$ cat src/rtl/cu_stream_loader_if.sv
// Bundle of the stream loader's job, scratchpad-read and FIFO-write signals.
// The loader is the master; the sequencer/scratchpad/FIFO side is the slave.
`ifndef DATA_TYPE_SIZE
`define DATA_TYPE_SIZE 16
`endif

interface cu_stream_loader_if #(
    parameter int LANES  = 16,
    parameter int DATA_W = `DATA_TYPE_SIZE,
    parameter int ADDR_W = 12,
    parameter int LEN_W  = 10
);
    logic                      start_i;
    logic [ADDR_W-1:0]         w_base_i;
    logic [ADDR_W-1:0]         off_base_i;
    logic [ADDR_W-1:0]         act_base_i;
    logic [LEN_W-1:0]          act_len_i;
    logic                      busy_o;
    logic                      done_o;
    logic                      cu_rst_busy_i;
    logic                      mem_rd_en_o;
    logic [ADDR_W-1:0]         mem_addr_o;
    logic [LANES*DATA_W-1:0]   mem_rdata_i;
    logic [LANES*DATA_W-1:0]   weight_o;
    logic                      weight_wr_en_o;
    logic                      weight_full_i;
    logic                      weight_update_o;
    logic [LANES*DATA_W-1:0]   offset_o;
    logic                      offset_wr_en_o;
    logic                      offset_full_i;
    logic [LANES*DATA_W-1:0]   activation_o;
    logic                      activation_wr_en_o;
    logic                      activation_full_i;

    modport master (
        input  start_i, w_base_i, off_base_i, act_base_i, act_len_i, cu_rst_busy_i,
               mem_rdata_i, weight_full_i, offset_full_i, activation_full_i,
        output busy_o, done_o, mem_rd_en_o, mem_addr_o, weight_o, weight_wr_en_o,
               weight_update_o, offset_o, offset_wr_en_o, activation_o, activation_wr_en_o
    );

    modport slave (
        output start_i, w_base_i, off_base_i, act_base_i, act_len_i, cu_rst_busy_i,
               mem_rdata_i, weight_full_i, offset_full_i, activation_full_i,
        input  busy_o, done_o, mem_rd_en_o, mem_addr_o, weight_o, weight_wr_en_o,
               weight_update_o, offset_o, offset_wr_en_o, activation_o, activation_wr_en_o
    );
endinterface

$ cat src/rtl/cu_stream_loader.sv
// Streams weights, a weight-update request, offsets and activations from the
// scratchpad into the computing unit's FIFOs through a 2-entry skid buffer.
`ifndef DATA_TYPE_SIZE
`define DATA_TYPE_SIZE 16
`endif

module cu_stream_loader #(
    parameter int LANES  = 16,
    parameter int DATA_W = `DATA_TYPE_SIZE,
    parameter int ADDR_W = 12,
    parameter int LEN_W  = 10
) (
    input  logic               clk_i,
    input  logic               rst_i,
    cu_stream_loader_if.master bus
);
    localparam int VEC_W = LANES * DATA_W;
    localparam int CNT_W = (LEN_W > $clog2(LANES + 1)) ? LEN_W : $clog2(LANES + 1);

    typedef enum logic [2:0] {
        S_IDLE, S_FETCH_W, S_UPDATE, S_FETCH_OFF, S_FETCH_ACT, S_DONE
    } state_e;

    state_e            state_q, state_d;
    logic [ADDR_W-1:0] addr_q, addr_d;
    logic [ADDR_W-1:0] off_base_q, off_base_d;
    logic [ADDR_W-1:0] act_base_q, act_base_d;
    logic [LEN_W-1:0]  act_len_q, act_len_d;
    logic [CNT_W-1:0]  rd_left_q, rd_left_d;
    logic [CNT_W-1:0]  wr_left_q, wr_left_d;
    logic [VEC_W-1:0]  buf0_q, buf0_d, buf1_q, buf1_d;
    logic [1:0]        count_q, count_d;
    logic              inflight_q, inflight_d;
    logic [VEC_W-1:0]  weight_q, weight_d, offset_q, offset_d, act_q, act_d;

    logic       to_w, to_off, to_act, fetching;
    logic       target_full, wr_en, rd_en, last_wr;
    logic [2:0] occ_after_pop;

    // Target selection, write handshake and read issue.
    always_comb begin
        to_w          = (state_q == S_FETCH_W);
        to_off        = (state_q == S_FETCH_OFF);
        to_act        = (state_q == S_FETCH_ACT);
        fetching      = to_w | to_off | to_act;
        target_full   = (to_w & bus.weight_full_i) | (to_off & bus.offset_full_i)
                      | (to_act & bus.activation_full_i);
        wr_en         = fetching && (count_q != 2'd0) && !target_full;
        last_wr       = wr_en && (wr_left_q == CNT_W'(1));
        // Counting this cycle's pop keeps the pipe at one vector per cycle.
        occ_after_pop = 3'(count_q) + 3'(inflight_q) - 3'(wr_en);
        rd_en         = fetching && (rd_left_q != '0) && (occ_after_pop < 3'd2);
    end

    // Skid buffer: entry 0 is the head.
    always_comb begin
        // NOTE: every always_comb output gets a default first so no path leaves it unassigned (no latch).
        buf0_d     = buf0_q;
        buf1_d     = buf1_q;
        count_d    = count_q;
        inflight_d = rd_en;
        if (inflight_q && wr_en) begin
            if (count_q == 2'd2) begin
                buf0_d = buf1_q;
                buf1_d = bus.mem_rdata_i;
            end else begin
                buf0_d = bus.mem_rdata_i;
            end
        end else if (wr_en) begin
            buf0_d  = buf1_q;
            count_d = count_q - 2'd1;
        end else if (inflight_q) begin
            if (count_q == 2'd0) buf0_d = bus.mem_rdata_i;
            else                 buf1_d = bus.mem_rdata_i;
            count_d = count_q + 2'd1;
        end
    end

    always_comb begin
        state_d    = state_q;
        addr_d     = rd_en ? addr_q + ADDR_W'(1) : addr_q;
        rd_left_d  = rd_en ? rd_left_q - CNT_W'(1) : rd_left_q;
        wr_left_d  = wr_en ? wr_left_q - CNT_W'(1) : wr_left_q;
        off_base_d = off_base_q;
        act_base_d = act_base_q;
        act_len_d  = act_len_q;
        unique case (state_q)
            S_IDLE: begin
                if (bus.start_i && !bus.cu_rst_busy_i) begin
                    off_base_d = bus.off_base_i;
                    act_base_d = bus.act_base_i;
                    act_len_d  = bus.act_len_i;
                    addr_d     = bus.w_base_i;
                    rd_left_d  = CNT_W'(LANES);
                    wr_left_d  = CNT_W'(LANES);
                    state_d    = S_FETCH_W;
                end
            end
            S_FETCH_W: if (last_wr) state_d = S_UPDATE;
            S_UPDATE: begin
                addr_d    = off_base_q;
                rd_left_d = CNT_W'(1);
                wr_left_d = CNT_W'(1);
                state_d   = S_FETCH_OFF;
            end
            S_FETCH_OFF: begin
                if (last_wr) begin
                    if (act_len_q == '0) begin
                        state_d = S_DONE;
                    end else begin
                        addr_d    = act_base_q;
                        rd_left_d = CNT_W'(act_len_q);
                        wr_left_d = CNT_W'(act_len_q);
                        state_d   = S_FETCH_ACT;
                    end
                end
            end
            S_FETCH_ACT: if (last_wr) state_d = S_DONE;
            S_DONE:      state_d = S_IDLE;
            default:     state_d = S_IDLE;
        endcase
    end

    // A port shows the skid head while it is the target; otherwise it holds its last value.
    always_comb begin
        weight_d = (to_w   && count_q != 2'd0) ? buf0_q : weight_q;
        offset_d = (to_off && count_q != 2'd0) ? buf0_q : offset_q;
        act_d    = (to_act && count_q != 2'd0) ? buf0_q : act_q;
    end

    always_ff @(posedge clk_i or posedge rst_i) begin
        // NOTE: sequential state uses non-blocking (<=) so all flops update from pre-edge values.
        if (rst_i) begin
            state_q    <= S_IDLE;
            addr_q     <= '0;
            off_base_q <= '0;
            act_base_q <= '0;
            act_len_q  <= '0;
            rd_left_q  <= '0;
            wr_left_q  <= '0;
            // NOTE: the skid entries are reset too, so the data ports read 0 after reset.
            buf0_q     <= '0;
            buf1_q     <= '0;
            count_q    <= '0;
            inflight_q <= 1'b0;
            weight_q   <= '0;
            offset_q   <= '0;
            act_q      <= '0;
        end else begin
            state_q    <= state_d;
            addr_q     <= addr_d;
            off_base_q <= off_base_d;
            act_base_q <= act_base_d;
            act_len_q  <= act_len_d;
            rd_left_q  <= rd_left_d;
            wr_left_q  <= wr_left_d;
            buf0_q     <= buf0_d;
            buf1_q     <= buf1_d;
            count_q    <= count_d;
            inflight_q <= inflight_d;
            weight_q   <= weight_d;
            offset_q   <= offset_d;
            act_q      <= act_d;
        end
    end

    assign bus.busy_o             = (state_q != S_IDLE);
    assign bus.done_o             = (state_q == S_DONE);
    assign bus.weight_update_o    = (state_q == S_UPDATE);
    assign bus.mem_rd_en_o        = rd_en;
    assign bus.mem_addr_o         = addr_q;
    assign bus.weight_wr_en_o     = wr_en & to_w;
    assign bus.offset_wr_en_o     = wr_en & to_off;
    assign bus.activation_wr_en_o = wr_en & to_act;
    assign bus.weight_o           = weight_d;
    assign bus.offset_o           = offset_d;
    assign bus.activation_o       = act_d;
endmodule
$ cat src/flat_wrapper.sv
// flat-port wrapper written by rule: the top's interface ports become plain ports
module cu_stream_loader_flat 
#(
    parameter int LANES  = 16,
    parameter int DATA_W = `DATA_TYPE_SIZE,
    parameter int ADDR_W = 12,
    parameter int LEN_W  = 10
)
  (clk_i, rst_i, bus_start_i, bus_w_base_i, bus_off_base_i, bus_act_base_i, bus_act_len_i, bus_cu_rst_busy_i, bus_mem_rdata_i, bus_weight_full_i, bus_offset_full_i, bus_activation_full_i, bus_busy_o, bus_done_o, bus_mem_rd_en_o, bus_mem_addr_o, bus_weight_o, bus_weight_wr_en_o, bus_weight_update_o, bus_offset_o, bus_offset_wr_en_o, bus_activation_o, bus_activation_wr_en_o);
  cu_stream_loader_if #(.LANES(LANES), .DATA_W(DATA_W), .ADDR_W(ADDR_W), .LEN_W(LEN_W)) bus_i ();
  input  logic clk_i;
  input  logic rst_i;
  input wire logic [$bits(bus_i.start_i)-1:0] bus_start_i;
  input wire logic [$bits(bus_i.w_base_i)-1:0] bus_w_base_i;
  input wire logic [$bits(bus_i.off_base_i)-1:0] bus_off_base_i;
  input wire logic [$bits(bus_i.act_base_i)-1:0] bus_act_base_i;
  input wire logic [$bits(bus_i.act_len_i)-1:0] bus_act_len_i;
  input wire logic [$bits(bus_i.cu_rst_busy_i)-1:0] bus_cu_rst_busy_i;
  input wire logic [$bits(bus_i.mem_rdata_i)-1:0] bus_mem_rdata_i;
  input wire logic [$bits(bus_i.weight_full_i)-1:0] bus_weight_full_i;
  input wire logic [$bits(bus_i.offset_full_i)-1:0] bus_offset_full_i;
  input wire logic [$bits(bus_i.activation_full_i)-1:0] bus_activation_full_i;
  output wire logic [$bits(bus_i.busy_o)-1:0] bus_busy_o;
  output wire logic [$bits(bus_i.done_o)-1:0] bus_done_o;
  output wire logic [$bits(bus_i.mem_rd_en_o)-1:0] bus_mem_rd_en_o;
  output wire logic [$bits(bus_i.mem_addr_o)-1:0] bus_mem_addr_o;
  output wire logic [$bits(bus_i.weight_o)-1:0] bus_weight_o;
  output wire logic [$bits(bus_i.weight_wr_en_o)-1:0] bus_weight_wr_en_o;
  output wire logic [$bits(bus_i.weight_update_o)-1:0] bus_weight_update_o;
  output wire logic [$bits(bus_i.offset_o)-1:0] bus_offset_o;
  output wire logic [$bits(bus_i.offset_wr_en_o)-1:0] bus_offset_wr_en_o;
  output wire logic [$bits(bus_i.activation_o)-1:0] bus_activation_o;
  output wire logic [$bits(bus_i.activation_wr_en_o)-1:0] bus_activation_wr_en_o;
  assign bus_i.start_i = bus_start_i;
  assign bus_i.w_base_i = bus_w_base_i;
  assign bus_i.off_base_i = bus_off_base_i;
  assign bus_i.act_base_i = bus_act_base_i;
  assign bus_i.act_len_i = bus_act_len_i;
  assign bus_i.cu_rst_busy_i = bus_cu_rst_busy_i;
  assign bus_i.mem_rdata_i = bus_mem_rdata_i;
  assign bus_i.weight_full_i = bus_weight_full_i;
  assign bus_i.offset_full_i = bus_offset_full_i;
  assign bus_i.activation_full_i = bus_activation_full_i;
  assign bus_busy_o = bus_i.busy_o;
  assign bus_done_o = bus_i.done_o;
  assign bus_mem_rd_en_o = bus_i.mem_rd_en_o;
  assign bus_mem_addr_o = bus_i.mem_addr_o;
  assign bus_weight_o = bus_i.weight_o;
  assign bus_weight_wr_en_o = bus_i.weight_wr_en_o;
  assign bus_weight_update_o = bus_i.weight_update_o;
  assign bus_offset_o = bus_i.offset_o;
  assign bus_offset_wr_en_o = bus_i.offset_wr_en_o;
  assign bus_activation_o = bus_i.activation_o;
  assign bus_activation_wr_en_o = bus_i.activation_wr_en_o;
  cu_stream_loader #(.LANES(LANES), .DATA_W(DATA_W), .ADDR_W(ADDR_W), .LEN_W(LEN_W)) u_core (.clk_i(clk_i), .rst_i(rst_i), .bus(bus_i));
endmodule
$ cat config.mk
export PLATFORM = sky130hd
export DESIGN_NAME = cu_stream_loader_flat
export DESIGN_NICKNAME = d
export VERILOG_FILES = /design/src/rtl/cu_stream_loader_if.sv /design/src/rtl/cu_stream_loader.sv /design/src/flat_wrapper.sv
export SDC_FILE = /design/constraint.sdc
export NUM_CORES = 2
export LEC_CHECK = 0
export ABC_AREA = 1
export CAP_MARGIN = 20
export CORE_AREA = 2 2 424 426
export DETAILED_ROUTE_END_ITERATION = 6
export DIE_AREA = 0 0 426 428
export PLACE_DENSITY = 0.63
export SLEW_MARGIN = 15
export SYNTH_ARGS = -nofsm -noshare
export SYNTH_HDL_FRONTEND = slang
export SYNTH_SLANG_ARGS = --single-unit
export TNS_END_PERCENT = 20
$ cat constraint.sdc
create_clock -name clk_i -period 78.1 [get_ports clk_i]
set_clock_uncertainty 0.15 [all_clocks]
set_input_delay 19.525 -clock clk_i [delete_from_list [all_inputs] [get_ports clk_i]]
set_output_delay 19.525 -clock clk_i [all_outputs]
set_load 0.02 [all_outputs]
# ---- Word-level counts from Yosys, hierarchy flattened
# Cells that the tools add are included.
dict set report classes {
  muxes 36
  n_bitwise 11
  magnitude_cmp 1
  addsub 7
  n_eq_ne 14
  n_reduce_logical 27
}
# cell count
set ops {}
lappend ops {{2-to-1 mux 256 bit} 13}
lappend ops {{2-to-1 mux 10 bit} 8}
lappend ops {{one-hot mux 10 bit (3 select lines)} 2}
lappend ops {{2-to-1 mux 12 bit} 4}
lappend ops {{one-hot mux 12 bit (3 select lines)} 1}
lappend ops {{subtractor 10 x 1 -> 10 bit, second input constant} 2}
lappend ops {{one-hot mux 3 bit (5 select lines)} 1}
lappend ops {{adder 12 x 1 -> 12 bit, second input constant} 1}
lappend ops {{2-to-1 mux 3 bit} 4}
lappend ops {{equality test 10 x 1 -> 1 bit, second input constant} 1}
lappend ops {{logical AND 1 bit} 10}
lappend ops {{zero test 10 bit} 1}
lappend ops {{inequality test 2 bit, second input constant} 5}
lappend ops {{nonzero test 10 bit} 1}
lappend ops {{nonzero test 3 bit} 3}
lappend ops {{AND reduction 4 bit} 2}
lappend ops {{bitwise AND 1 bit} 6}
lappend ops {{equality test 3 x 2 -> 1 bit, second input constant} 2}
lappend ops {{equality test 3 bit, second input constant} 2}
lappend ops {{AND reduction 2 bit} 3}
lappend ops {{nonzero test 2 bit} 3}
lappend ops {{2-to-1 mux 2 bit} 2}
lappend ops {{inequality test 2 x 1 -> 1 bit, second input constant} 2}
lappend ops {{OR 1 bit} 4}
lappend ops {{12 further kinds} 13}
dict set report word_totals {
  elab_cells 110
  reg_bits 1352
  output_inout_bits 787
}

# ---- Longest topological paths before layout
dict set report depth {
  word_depth 13
  ltp_mapped 21
}

# ---- Worst setup path before layout
# Ideal clock, no wire load.
dict set report synth_timing {
  path_type {input port to output port}
  from {input bus_offset_full_i}
  to {output bus_mem_rd_en_o}
  path_stages 12
  path_buffers 3
  path_slack_ns 36.679
  arrival_time_ns 21.746
  path_cell_list {nand4_1 nand3_1 nor2_4 buf_4 buf_2 xor2_1 nand2_1 fa_1 xnor2_1 nand3_1 nor2_1 clkbuf_1}
}
dict set report synth_between {
  elab_chain_cells 8
}
# element line_no
set synth_rtl {}
lappend synth_rtl {{start: declaration} flat_wrapper.sv:21} ;# input wire logic [$bits(bus_i.offset_full_i)-1:0] bus_offset_full_i;
lappend synth_rtl {{bitwise AND 1 bit} cu_stream_loader.sv:46} ;# target_full = (to_w & bus.weight_full_i) | (to_off & bus.offset_full_i)
lappend synth_rtl {{OR 1 bit} cu_stream_loader.sv:46}
lappend synth_rtl {{OR 1 bit} cu_stream_loader.sv:47} ;# | (to_act & bus.activation_full_i);
lappend synth_rtl {{zero test 1 bit} cu_stream_loader.sv:48} ;# wr_en = fetching && (count_q != 2'd0) && !target_full;
lappend synth_rtl {{logical AND 1 bit} cu_stream_loader.sv:48}
lappend synth_rtl {{subtractor 3 x 1 -> 3 bit} cu_stream_loader.sv:51} ;# occ_after_pop = 3'(count_q) + 3'(inflight_q) - 3'(wr_en);
lappend synth_rtl {{less-than comparator 3 x 2 -> 1 bit} cu_stream_loader.sv:52} ;# rd_en = fetching && (rd_left_q != '0) && (occ_after_pop < 3'd2);
lappend synth_rtl {{logical AND 1 bit} cu_stream_loader.sv:52}
lappend synth_rtl {{end: declaration} flat_wrapper.sv:25} ;# output wire logic [$bits(bus_i.mem_rd_en_o)-1:0] bus_mem_rd_en_o;
# No other way between the ends.

# ---- Worst setup path after layout
dict set report layout_timing {
  from {input bus_weight_full_i}
  to {output bus_mem_rd_en_o}
}
dict set report layout_between {
  elab_chain_cells 8
}
# element line_no
set layout_rtl {}
lappend layout_rtl {{start: declaration} flat_wrapper.sv:20} ;# input wire logic [$bits(bus_i.weight_full_i)-1:0] bus_weight_full_i;
lappend layout_rtl {{bitwise AND 1 bit} cu_stream_loader.sv:46}
lappend layout_rtl {{OR 1 bit} cu_stream_loader.sv:46}
lappend layout_rtl {{OR 1 bit} cu_stream_loader.sv:47}
lappend layout_rtl {{zero test 1 bit} cu_stream_loader.sv:48}
lappend layout_rtl {{logical AND 1 bit} cu_stream_loader.sv:48}
lappend layout_rtl {{subtractor 3 x 1 -> 3 bit} cu_stream_loader.sv:51}
lappend layout_rtl {{less-than comparator 3 x 2 -> 1 bit} cu_stream_loader.sv:52}
lappend layout_rtl {{logical AND 1 bit} cu_stream_loader.sv:52}
# No other way between the ends.

==> reports/metrics.yaml <==
power_mw: 3.91
r2r_start: "u_core.count_q[1]$_DFFE_PP0P_"
yosys_warnings: 0
rrSetupSlack_ns: 69.96
gp_congestion: 0.852
synth_edf_count: 0
route.detailed.drc: 0
async_flop_share_pct: 100
grt_max_degree: 190
utilization_pct: 44.0
drv_slew: 0
cts_resized: 0
postCtsHoldBufs: 0
cts_tree: "done"
grt_setup_unrepaired: "no"
area_growth_pct: 28.7
initial_core_util_pct: 34.2
startpoint: "bus_weight_full_i"
core-area_sq_um: 178000
hp-class: "reg -> reg"
viasPerCell: 5.01
hold_viol: 0
outcome: "completed"
worst_skew_pair.late_latency_ns: 0.83
synth_seq_cells: 1352
yosysSeqAreaShare_pct: 55.7
synth_xor_area_share_pct: 0.404
wire_per_inst_microns: 19.6
finalSetupViolCount: 0
port_buffers: 1095
timing.hold.ws_ns: 0.317
drive_above_1_share_pct: 4.02
critical_path.endpoint: "bus_mem_rd_en_o"
drt_iter0_markers: 4331
post-route-min-period_ns: 44.04
cp.required_ns: 58.42
worst_pin_slew_ns: 1.39
die_x_microns: 426
antenna_found_initial: 82
dieHeight_microns: 428
synth_ff_type: "dfrtp_1"
avgSynthCellArea_sq_um: 8.18
clkSinkCount: 1352
cts_made_buffers: 154
end_kind: "output port"
grt_pass1_wl_microns: 321000
max_clock_freq_ghz: 0.0227
synthCells: 7423
clk_pin_slew_worst_paths_ns: 0.05
ant_nets: 0
period_share_pct: 56.4
hpwl_microns: 137000
firstDrtPassIters: 6
cts_max_path_buffers: 3
maxCapViolCount: 0
num_rows: 155
cp.arrival_ns: 24.37
cts_root_buf: "clkbuf_16"
dpl-instance-area_sq_um: 72900
worstSetupStartpointType: "input port"
cts_setup_buffers: 0
r2r_end: "u_core.buf1_q[123]$_DFFE_PP0P_"
worstSetupPathType: "in -> out"
synthSimpleGateAreaFrac_pct: 24.2
leakagePower_nw: 36.4
syn_area_sq_um: 60700
synthMuxAreaShare_pct: 0
cts_htree_levels: 4
dieArea_sq_um: 182000
ioPinCount: 1096
vias: 53800
nNetsFinal: 8539
synth_cell_types: 29
grt_pass1_vias: 52000
setup_tns_ns: 0
overflow: 0
crit_fanout: 79
synth_compound_area_share_pct: 12.5
synth_top_family_by_area: "simple AND/OR/NAND/NOR gates"
totalWireLength_microns: 211000
syn_nets: 7739
r2r.worst_path.cells: 15
final_area_sq_um: 78100
synth_fa_ha_area_share_pct: 0.157
slew_headroom_pct: 7.33
power_density_nw_per_um2: 50.0
grt_use_total_pct: 22.6
vdd_drop_max_mv: 0.0310
[layer usage]
| layer | track usage, % | part of all wire [%] |
|---|---|---|
| met5 | 0 | 0.18 |
| met4 | 11.6 | 4.4 |
| met3 | 5.03 | 6.4 |
| met2 | 36.6 | 48 |
| met1 | 28.2 | 41 |
[registers in the layout, indices dropped and copies added (netlist names)]
name,flops
u_core.act_len_q,10
u_core.weight_q,256
u_core.offset_q,256
u_core.inflight_q,1
u_core.act_q,256
u_core.wr_left_q,10
u_core.act_base_q,12
u_core.count_q,2
u_core.state_q,3
u_core.buf0_q,256
u_core.rd_left_q,10
u_core.bus.mem_addr_o,12
u_core.off_base_q,12
u_core.buf1_q,256
[kinds of logic after synthesis]
logic type	after synthesis
simple gates	3661
compound gates	1379
flops	1352
buf+inv	996
xor+xnor	28
fa+ha+maj	7
[cell usage in the layout, fill, tap and decap left out, types with 52 or more instances in the layout]
| cell type | count |
|---|---|
| diode_2 | 52 |
| o21a_1 | 256 |
| nand2_1 | 2847 |
| dfrtp_1 | 1350 |
| buf_4 | 58 |
| o21ai_0 | 1056 |
| clkdlybuf4s50_1 | 1095 |
| inv_1 | 468 |
| nand3_1 | 717 |
| nor2_1 | 65 |
| clkbuf_16 | 159 |
| o21ai_1 | 53 |
[how the worst min path moves through the flow]
stage / to / from / slack, ns / cells after the start
global placement: u_core.buf1_q[186]$_DFFE_PP0P_ / u_core.buf1_q[186]$_DFFE_PP0P_ / 0.30 / 2
detailed placement: u_core.buf1_q[158]$_DFFE_PP0P_ / u_core.buf1_q[158]$_DFFE_PP0P_ / 0.31 / 2
global route: u_core.buf1_q[49]$_DFFE_PP0P_ / u_core.buf1_q[49]$_DFFE_PP0P_ / 0.33 / 2
floorplan: u_core.buf1_q[100]$_DFFE_PP0P_ / u_core.buf1_q[100]$_DFFE_PP0P_ / 0.29 / 2
finish: u_core.buf1_q[73]$_DFFE_PP0P_ / u_core.buf1_q[73]$_DFFE_PP0P_ / 0.32 / 2
CTS: u_core.buf1_q[206]$_DFFE_PP0P_ / u_core.buf1_q[206]$_DFFE_PP0P_ / 0.32 / 2
[per-stage QoR]
stage,setup slack (ns),instances
2_1_floorplan,20.31,7423
3_3_place_gp,34.09,10400
3_5_place_dp,34.16,10400
4_1_cts,34.15,10700
5_1_grt,33.79,10700
6_report,34.06,10700
[worst max-delay path: stages]
cell and delay, ns:
clkdlybuf4s50_1 0.41, nand4_1 0.11, nand3_1 0.17, nor2_4 0.16, buf_4 0.65, buf_4 0.74, inv_6 0.43, nor2_1 0.28
fa_1 0.22, xnor2_1 0.13, nand3_1 0.13, nor2_2 0.15, buf_4 0.35, clkdlybuf4s50_1 0.70
[where the power goes]
part / switching [mW] / internal [mW]
clock: 0.306 / 0.424
combinational: 1.27 / 0.742
sequential: 0.138 / 1.03
[final cells by class]
| class | instances | area, sq um |
|---|---|---|
| Clock buffer | 229 | 4560 |
| Antenna cell | 52 | 130 |
| Timing Repair Buffer | 1165 | 11700 |
| Fill cell | 17400 | 99500 |
| Clock inverter | 46 | 462 |
| Inverter | 475 | 1810 |
| Tap cell | 2355 | 2950 |
| Sequential cell | 1352 | 33800 |
| Multi-Input combinational cell | 5075 | 22700 |
[synth_stat cells (12+ instances only)]
cell	instances	area [sq um]
a22o_1	12	105
buf_2	208	1040
buf_1	39	146
nand2_1	2850	10700
o21a_1	256	1920
xor2_1	23	201
clkbuf_1	234	878
nand3_1	717	3590
nor2_1	68	255
o21ai_1	53	265
o21ai_0	1056	5290
inv_1	470	1760
dfrtp_1	1352	33800
buf_4	17	128
buf_6	22	248
Power figures use the tool's default switching activity.
